==> src/rtl/uart_rx_pkg.sv <==
// Shared types and constants for the UART receive frame controller.
package uart_rx_pkg;

  typedef enum logic [2:0] {
    IDLE   = 3'd0,
    START  = 3'd1,
    DATA   = 3'd2,
    PARITY = 3'd3,
    STOP   = 3'd4
  } state_t;

  localparam int PRESCALE_8         = 8;
  localparam int PRESCALE_16        = 16;
  localparam int DEFAULT_DATA_WIDTH = 8;

endpackage

==> src/rtl/uart_rx_frame_ctrl_if.sv <==
// Serial line, checker results and sequencer outputs of the receive path.
interface uart_rx_frame_ctrl_if #(parameter int PRESCALE_W = 5);

  logic                  RX_IN;
  logic [PRESCALE_W-1:0] Prescale;
  logic                  PAR_EN;
  logic                  strt_glitch;
  logic                  par_err;
  logic                  stp_err;
  logic [3:0]            edge_cnt;
  logic [3:0]            bit_cnt;
  logic                  dat_samp_en;
  logic                  deser_en;
  logic                  strt_chk_en;
  logic                  par_chk_en;
  logic                  stp_chk_en;
  logic                  data_valid;
  logic                  frame_err;

  modport master (
    input  RX_IN, Prescale, PAR_EN, strt_glitch, par_err, stp_err,
    output edge_cnt, bit_cnt, dat_samp_en, deser_en,
           strt_chk_en, par_chk_en, stp_chk_en, data_valid, frame_err
  );

  modport slave (
    output RX_IN, Prescale, PAR_EN, strt_glitch, par_err, stp_err,
    input  edge_cnt, bit_cnt, dat_samp_en, deser_en,
           strt_chk_en, par_chk_en, stp_chk_en, data_valid, frame_err
  );

endinterface

==> src/rtl/uart_rx_edge_bit_cnt.sv <==
// Oversampling edge counter and frame bit counter; edge_cnt wraps at ps_q-1
// and each wrap advances bit_cnt.
module uart_rx_edge_bit_cnt #(
  parameter int PRESCALE_W = 5
) (
  input  logic                  CLK_DESERIALIZER,
  input  logic                  RST_DESERIALIZER,
  input  logic                  en,
  input  logic                  clr,
  input  logic [PRESCALE_W-1:0] ps_q,
  output logic [3:0]            edge_cnt,
  output logic [3:0]            bit_cnt,
  output logic                  last_edge
);

  assign last_edge = (PRESCALE_W'(edge_cnt) == (ps_q - PRESCALE_W'(1)));

  always_ff @(posedge CLK_DESERIALIZER or negedge RST_DESERIALIZER) begin
    if (!RST_DESERIALIZER) begin
      edge_cnt <= 4'd0;
      bit_cnt  <= 4'd0;
    end else if (clr) begin
      edge_cnt <= 4'd0;
      bit_cnt  <= 4'd0;
    end else if (en) begin
      if (last_edge) begin
        edge_cnt <= 4'd0;
        bit_cnt  <= bit_cnt + 4'd1;
      end else begin
        edge_cnt <= edge_cnt + 4'd1;
      end
    end
  end

endmodule

==> src/rtl/uart_rx_frame_ctrl.sv <==
// Frame-level sequencer for the UART receiver: start detection, counter
// control, sampler/deserializer/checker enables and frame result pulses.
module uart_rx_frame_ctrl
  import uart_rx_pkg::*;
#(
  parameter int DATA_WIDTH = DEFAULT_DATA_WIDTH,
  parameter int PRESCALE_W = 5
) (
  input  logic                 CLK_DESERIALIZER,
  input  logic                 RST_DESERIALIZER,
  uart_rx_frame_ctrl_if.master bus
);

  state_t                state, next_state;
  logic [1:0]            rst_sync_q;
  logic                  rst_sync;
  logic [PRESCALE_W-1:0] ps_q;
  logic                  ps_legal;
  logic                  latch_ps;
  logic                  last_edge;
  logic                  cnt_clr;
  logic                  strt_chk, par_chk, stp_chk;
  logic                  dv_next, fe_next;
  logic                  data_valid_q, frame_err_q;

  // Reset asserts immediately but is released only on a clock edge.
  always_ff @(posedge CLK_DESERIALIZER or negedge RST_DESERIALIZER) begin
    if (!RST_DESERIALIZER) rst_sync_q <= 2'b00;
    else                   rst_sync_q <= {rst_sync_q[0], 1'b1};
  end
  assign rst_sync = rst_sync_q[1];

  assign ps_legal = (bus.Prescale == PRESCALE_W'(PRESCALE_8)) ||
                    (bus.Prescale == PRESCALE_W'(PRESCALE_16));

  // Counters restart whenever the frame ends, including a back-to-back start.
  assign cnt_clr = (next_state == IDLE) || ((state == STOP) && last_edge);

  uart_rx_edge_bit_cnt #(.PRESCALE_W(PRESCALE_W)) u_cnt (
    .CLK_DESERIALIZER (CLK_DESERIALIZER),
    .RST_DESERIALIZER (rst_sync),
    .en               (state != IDLE),
    .clr              (cnt_clr),
    .ps_q             (ps_q),
    .edge_cnt         (bus.edge_cnt),
    .bit_cnt          (bus.bit_cnt),
    .last_edge        (last_edge)
  );

  always_comb begin
    next_state = state;
    latch_ps   = 1'b0;
    strt_chk   = 1'b0;
    par_chk    = 1'b0;
    stp_chk    = 1'b0;
    dv_next    = 1'b0;
    fe_next    = 1'b0;
    case (state)
      IDLE: begin
        if (!bus.RX_IN && ps_legal) begin
          next_state = START;
          latch_ps   = 1'b1;
        end
      end
      START: begin
        if (last_edge) begin
          strt_chk = 1'b1;
          if (bus.strt_glitch) begin
            next_state = IDLE;
            fe_next    = 1'b1;
          end else begin
            next_state = DATA;
          end
        end
      end
      DATA: begin
        if (last_edge && (bus.bit_cnt == 4'(DATA_WIDTH)))
          next_state = bus.PAR_EN ? PARITY : STOP;
      end
      PARITY: begin
        if (last_edge) begin
          par_chk = 1'b1;
          if (bus.par_err) begin
            next_state = IDLE;
            fe_next    = 1'b1;
          end else begin
            next_state = STOP;
          end
        end
      end
      STOP: begin
        if (last_edge) begin
          stp_chk = 1'b1;
          fe_next = bus.stp_err;
          dv_next = !bus.stp_err;
          if (!bus.RX_IN && ps_legal) begin
            next_state = START;
            latch_ps   = 1'b1;
          end else begin
            next_state = IDLE;
          end
        end
      end
      default: next_state = IDLE;
    endcase
  end

  always_ff @(posedge CLK_DESERIALIZER or negedge rst_sync) begin
    if (!rst_sync) begin
      state        <= IDLE;
      ps_q         <= PRESCALE_W'(PRESCALE_8);
      data_valid_q <= 1'b0;
      frame_err_q  <= 1'b0;
    end else begin
      state        <= next_state;
      data_valid_q <= dv_next;
      frame_err_q  <= fe_next;
      if (latch_ps) ps_q <= bus.Prescale;
    end
  end

  assign bus.dat_samp_en = (state != IDLE);
  assign bus.deser_en    = (state == DATA);
  assign bus.strt_chk_en = strt_chk;
  assign bus.par_chk_en  = par_chk;
  assign bus.stp_chk_en  = stp_chk;
  assign bus.data_valid  = data_valid_q;
  assign bus.frame_err   = frame_err_q;

endmodule
==> src/flat_wrapper.sv <==
// flat-port wrapper written by rule: the top's interface ports become plain ports
module uart_rx_frame_ctrl_flat import uart_rx_pkg::*;
#(
  parameter int DATA_WIDTH = DEFAULT_DATA_WIDTH,
  parameter int PRESCALE_W = 5
)
  (CLK_DESERIALIZER, RST_DESERIALIZER, bus_RX_IN, bus_Prescale, bus_PAR_EN, bus_strt_glitch, bus_par_err, bus_stp_err, bus_edge_cnt, bus_bit_cnt, bus_dat_samp_en, bus_deser_en, bus_strt_chk_en, bus_par_chk_en, bus_stp_chk_en, bus_data_valid, bus_frame_err);
  uart_rx_frame_ctrl_if #(.PRESCALE_W(PRESCALE_W)) bus_i ();
  input  logic CLK_DESERIALIZER;
  input  logic RST_DESERIALIZER;
  input wire logic [$bits(bus_i.RX_IN)-1:0] bus_RX_IN;
  input wire logic [$bits(bus_i.Prescale)-1:0] bus_Prescale;
  input wire logic [$bits(bus_i.PAR_EN)-1:0] bus_PAR_EN;
  input wire logic [$bits(bus_i.strt_glitch)-1:0] bus_strt_glitch;
  input wire logic [$bits(bus_i.par_err)-1:0] bus_par_err;
  input wire logic [$bits(bus_i.stp_err)-1:0] bus_stp_err;
  output wire logic [$bits(bus_i.edge_cnt)-1:0] bus_edge_cnt;
  output wire logic [$bits(bus_i.bit_cnt)-1:0] bus_bit_cnt;
  output wire logic [$bits(bus_i.dat_samp_en)-1:0] bus_dat_samp_en;
  output wire logic [$bits(bus_i.deser_en)-1:0] bus_deser_en;
  output wire logic [$bits(bus_i.strt_chk_en)-1:0] bus_strt_chk_en;
  output wire logic [$bits(bus_i.par_chk_en)-1:0] bus_par_chk_en;
  output wire logic [$bits(bus_i.stp_chk_en)-1:0] bus_stp_chk_en;
  output wire logic [$bits(bus_i.data_valid)-1:0] bus_data_valid;
  output wire logic [$bits(bus_i.frame_err)-1:0] bus_frame_err;
  assign bus_i.RX_IN = bus_RX_IN;
  assign bus_i.Prescale = bus_Prescale;
  assign bus_i.PAR_EN = bus_PAR_EN;
  assign bus_i.strt_glitch = bus_strt_glitch;
  assign bus_i.par_err = bus_par_err;
  assign bus_i.stp_err = bus_stp_err;
  assign bus_edge_cnt = bus_i.edge_cnt;
  assign bus_bit_cnt = bus_i.bit_cnt;
  assign bus_dat_samp_en = bus_i.dat_samp_en;
  assign bus_deser_en = bus_i.deser_en;
  assign bus_strt_chk_en = bus_i.strt_chk_en;
  assign bus_par_chk_en = bus_i.par_chk_en;
  assign bus_stp_chk_en = bus_i.stp_chk_en;
  assign bus_data_valid = bus_i.data_valid;
  assign bus_frame_err = bus_i.frame_err;
  uart_rx_frame_ctrl #(.DATA_WIDTH(DATA_WIDTH), .PRESCALE_W(PRESCALE_W)) u_core (.CLK_DESERIALIZER(CLK_DESERIALIZER), .RST_DESERIALIZER(RST_DESERIALIZER), .bus(bus_i));
endmodule
==> config.mk <==
export PLATFORM = sky130hd
export DESIGN_NAME = uart_rx_frame_ctrl_flat
export DESIGN_NICKNAME = d
export VERILOG_FILES = /design/src/rtl/uart_rx_pkg.sv /design/src/rtl/uart_rx_frame_ctrl_if.sv /design/src/rtl/uart_rx_edge_bit_cnt.sv /design/src/rtl/uart_rx_frame_ctrl.sv /design/src/flat_wrapper.sv
export SDC_FILE = /design/constraint.sdc
export NUM_CORES = 1
export LEC_CHECK = 0
export ABC_AREA = 1
export CELL_PAD_IN_SITES_DETAIL_PLACEMENT = 0
export CELL_PAD_IN_SITES_GLOBAL_PLACEMENT = 1
export CORE_MARGIN = 2
export CORE_UTILIZATION = 30
export DETAILED_ROUTE_END_ITERATION = 8
export PLACE_DENSITY_LB_ADDON = 0.1
export SLEW_MARGIN = 20
export SYNTH_ARGS = -nofsm -noshare
export SYNTH_HDL_FRONTEND = slang
export SYNTH_SLANG_ARGS = --single-unit
==> constraint.sdc <==
create_clock -name CLK_DESERIALIZER -period 4.35 [get_ports CLK_DESERIALIZER]
set_clock_uncertainty 0.1 [all_clocks]
set_input_delay 1.0875 -clock CLK_DESERIALIZER [delete_from_list [all_inputs] [get_ports CLK_DESERIALIZER]]
set_output_delay 1.0875 -clock CLK_DESERIALIZER [all_outputs]
set_load 0.005 [all_outputs]
==> out/metrics.csv <==
stage,metric,value,unit
power,switching share of power,0.437,
worst_setup_path,data required time at the worst endpoint,3.16,ns
worst_setup_path,crit path max-delay cell type,sky130_fd_sc_hd__clkdlybuf4s50_1,
clock_network,Post-CTS Repair Setup Buffers,0,
logic_synthesis,Synth Net Count,201,
timing,setup repair after global routing missed its margin,false,
detailed_routing,mean number of vias per cell,4.55,
logic_synthesis,Mapped Area,1360,sq um
floorplanning,Die Footprint,5070,sq um
worst_setup_path,worst reg-to-reg path cell count,16,
job,max-capacitance violation count,0,
floorplanning,initial core utilization,0.311,
logic_synthesis,Post-synth EDFFs,0,
logic_synthesis,Synth Register Bits,20,
worst_setup_path,Critical Path AT,2.42,ns
timing,worst relative slew slack,0.479,
clock_network,number of H-tree levels,1,
detailed_routing,aggregate routed wire length,3.12,mm
outcome,status,completed,
global_route,residual overflow from global routing,0,
power,fraction of power consumed by the clock network,0.194,
floorplanning,Std-Cell Rows,24,
worst_setup_path,startpoint of the worst register-to-register path,u_core.ps_q[0],
power,sequential cell fraction of total power,0.303,
floorplanning,core region area,4350,sq um
layout,number of fill cells,446,
detailed_routing,Routed WL per cell,11.7,um
timing,slew at the pin closest to its max-slew limit,0.781,ns
worst_setup_path,endpoint type of the worst setup path,output pin,
global_route,pin count of the biggest net entering global routing,19,
logic_synthesis,"Primary FF master, synth",sky130_fd_sc_hd__dfrtp_1,
logic_synthesis,number of distinct library cells after synthesis,27,
timing,final count of pins violating max slew,0,
clock_network,register clock-pin slew on the reported worst setup and hold paths,0.08,ns
power,relative contribution of combinational cells to total power,0.503,
power,switching power total,431,uW
logic_synthesis,"Seq/Total Area, Yosys",0.370,
worst_setup_path,"Top cell by count, worst path",sky130_fd_sc_hd__nor2_1,
logic_synthesis,Post-synth top cells,"sky130_fd_sc_hd__nand2_1 (40), sky130_fd_sc_hd__inv_1 (30), sky130_fd_sc_hd__nor2_1 (29)",
layout,count of inserted antenna diode cells,0,
logic_synthesis,dominant cell by count in the synthesized netlist,sky130_fd_sc_hd__nand2_1,
clock_network,hold-fix buffers at CTS,0,
clock_network,root buffer cell,sky130_fd_sc_hd__clkbuf_8,
placed_design,HPWL after DPL,2.52,mm
worst_setup_path,FF-to-FF setup slack,1.91,ns
global_route,total routing resource utilization after global routing,0.136,
worst_setup_path,Setup Crit Path Kind,reg -> out,
global_route,antenna violations before repair,0,
detailed_routing,number of DRC violations after detailed-routing iteration 0,46,
timing,fin crit share,0.830,
layout,net count reported at finish,231,
worst_setup_path,worst reg2reg path endpoint,u_core.u_cnt.bit_cnt[3],
timing,number of endpoints with negative hold slack in the final report,0,
floorplanning,die span in y,71.2,um
worst_setup_path,number of buffer and inverter stages on the critical path,3,
timing,maximum clock frequency,277,MHz
clock_network,maximum count of clock buffers along a single path,2,
logic_synthesis,cells after synthesis,185,
detailed_routing,via count of the routed design,1210,
floorplanning,I/O pin total,27,
clock_network,Num CTS Buffers,3,
worst_setup_path,family with the most delay on the worst path,simple AND/OR/NAND/NOR gates,
worst_setup_path,crit-path max cell delay,0.53,ns
power,power density over the cells,564,nW/um^2
layout,Area growth syn-to-layout,29.0,%
timing,time the worst path needs with I/O delays and setup,3.61,ns
logic_synthesis,Yosys top cell by area,sky130_fd_sc_hd__dfrtp_1,
worst_setup_path,"Cell Chain, Critical Path","inv_2, ha_1, nand2_1, inv_1, nor2_1, nand3_1, nor2_1, nand2_2, nor3_1, clkdlybuf4s50_1",
logic_synthesis,fraction of registers with async set/reset,1.00,
worst_setup_path,"critical path fanouts, max",16,
clock_network,clock sink count,20,
power,internal power contribution,554,uW
logic_synthesis,per-instance average area after synthesis,7.32,sq um
hold_path,type of the most critical hold path,reg -> async,
power,Final Power,986,uW
worst_setup_path,launching element type of the critical path,register,
clock_network,number of cells upsized or downsized after cts,0,
timing,Fin Setup TNS,0,ns
clock_network,clock tree from TritonCTS,built,
logic_synthesis,most area-consuming cells after synthesis,"sky130_fd_sc_hd__dfrtp_1 (35%), sky130_fd_sc_hd__nand2_1 (11%), sky130_fd_sc_hd__inv_1 (8.3%), sky130_fd_sc_hd__nor2_1 (8.0%), sky130_fd_sc_hd__nand3_1 (4.4%)",
detailed_routing,Initial DRT Pass Iterations,4,
detailed_routing,DRC violation count after routing,0,
timing,number of setup violations in the final report,0,
layout,layout cell share with drive strength beyond 1,0.126,
power,Pleak,0.849,nW
floorplanning,die width,71.2,um
global_route,via count of the first global-routing pass,1183,
placed_design,number of I/O port buffers,26,
detailed_routing,"antenna viol nets, final",0,
global_route,first-pass GRT wire length,5.48,mm
clock_network,worst skew pair latency,0.26,ns
placed_design,routability-driven placement congestion ratio,0.823,
logic_synthesis,top-area cell type share of the netlist area,0.351,
logic_synthesis,Yosys Warn Count,0,
power,Worst VDD drop,0.207,mV
## cells by family after synthesis
group                      count (synthesis)  synth area share
and+or+nand+nor                          108             0.400
buffers and inverters                     34            0.0942
DFF                                       20             0.370
AOI/OAI and AO/OA                         13            0.0637
xor gates and xnor gates                   5            0.0323
adders and majority gates                  4            0.0369
other                                      1           0.00277
## cells in the final DEF (no fill, tap or decap), types with 2 or more instances in the layout
| cell | count |
|---|---|
| sky130_fd_sc_hd__xnor2_1 | 2 |
| sky130_fd_sc_hd__o21ai_2 | 2 |
| sky130_fd_sc_hd__nand4_1 | 5 |
| sky130_fd_sc_hd__clkdlybuf4s50_1 | 26 |
| sky130_fd_sc_hd__nor3_1 | 2 |
| sky130_fd_sc_hd__nor2_4 | 4 |
| sky130_fd_sc_hd__nand2_2 | 7 |
| sky130_fd_sc_hd__nor2_1 | 29 |
| sky130_fd_sc_hd__nand3_1 | 12 |
| sky130_fd_sc_hd__inv_2 | 3 |
| sky130_fd_sc_hd__nand2_1 | 40 |
| sky130_fd_sc_hd__ha_1 | 4 |
| sky130_fd_sc_hd__inv_1 | 30 |
| sky130_fd_sc_hd__o211ai_1 | 4 |
| sky130_fd_sc_hd__o21ai_0 | 6 |
| sky130_fd_sc_hd__xor2_1 | 3 |
| sky130_fd_sc_hd__nor4_1 | 2 |
| sky130_fd_sc_hd__clkbuf_8 | 3 |
| sky130_fd_sc_hd__dfrtp_1 | 19 |
| sky130_fd_sc_hd__nor2_2 | 2 |
## routing by layer
layer	part of all wire	global-route usage
met1	0.46	0.188
met2	0.50	0.218
met3	0.026	0.0214
met4	0.0061	0.0440
met5	0	0
## power groups by stage
| stage | registers [mW] | logic [mW] | clock network [mW] |
|---|---|---|---|
| after floorplan | 0.289 | 0.362 | 0 |
| after global placement | 0.302 | 0.500 | 0 |
| after detailed placement | 0.304 | 0.501 | 0 |
| after CTS | 0.301 | 0.503 | 0.195 |
| after global routing | 0.312 | 0.575 | 0.203 |
| final | 0.299 | 0.496 | 0.191 |
## final cells by class
type | count | area [sq um] | share of cell area
Tap cell | 52 | 65.1 | 0.0372
Clock buffer | 3 | 41.3 | 0.0236
Sequential cell | 20 | 502 | 0.287
Inverter | 33 | 124 | 0.0709
Timing Repair Buffer | 26 | 260 | 0.149
Multi-Input combinational cell | 131 | 726 | 0.415
Clock inverter | 1 | 30.0 | 0.0172
## how the worst max path moves through the flow
| stage | startpoint | endpoint | slack, ns | cells after the start |
|---|---|---|---|---|
| detailed placement | u_core.ps_q[0] | bus_strt_chk_en | 1.01 | 10 |
| global route | u_core.ps_q[0] | bus_strt_chk_en | 0.52 | 10 |
| finish | u_core.ps_q[0] | bus_strt_chk_en | 0.74 | 10 |
| floorplan | u_core.ps_q[0] | bus_strt_chk_en | 1.57 | 10 |
| global placement | u_core.ps_q[0] | bus_stp_chk_en | 1.06 | 10 |
| CTS | u_core.ps_q[0] | bus_strt_chk_en | 0.70 | 10 |
## registers in the layout, summed over array words and instances (netlist names)
signal,cells
u_core.ps_q,5
u_core.u_cnt.edge_cnt,4
u_core.state,3
u_core.bus.data_valid,1
u_core.bus.frame_err,1
u_core.rst_sync_q,2
u_core.u_cnt.bit_cnt,4
## through the flow
step,setup WS (ns),utilization,area [sq um],instances,hold slack [ns]
4_1_cts,0.702,0.401,1750,266,0.261
3_3_place_gp,1.06,0.385,1680,262,0.239
6_report,0.742,0.401,1750,266,0.229
2_1_floorplan,1.57,-,1360,185,0.126
3_5_place_dp,1.01,0.385,1680,262,0.242
5_1_grt,0.523,0.401,1750,266,0.284
Note: power is estimated with default switching activity, not from simulation.
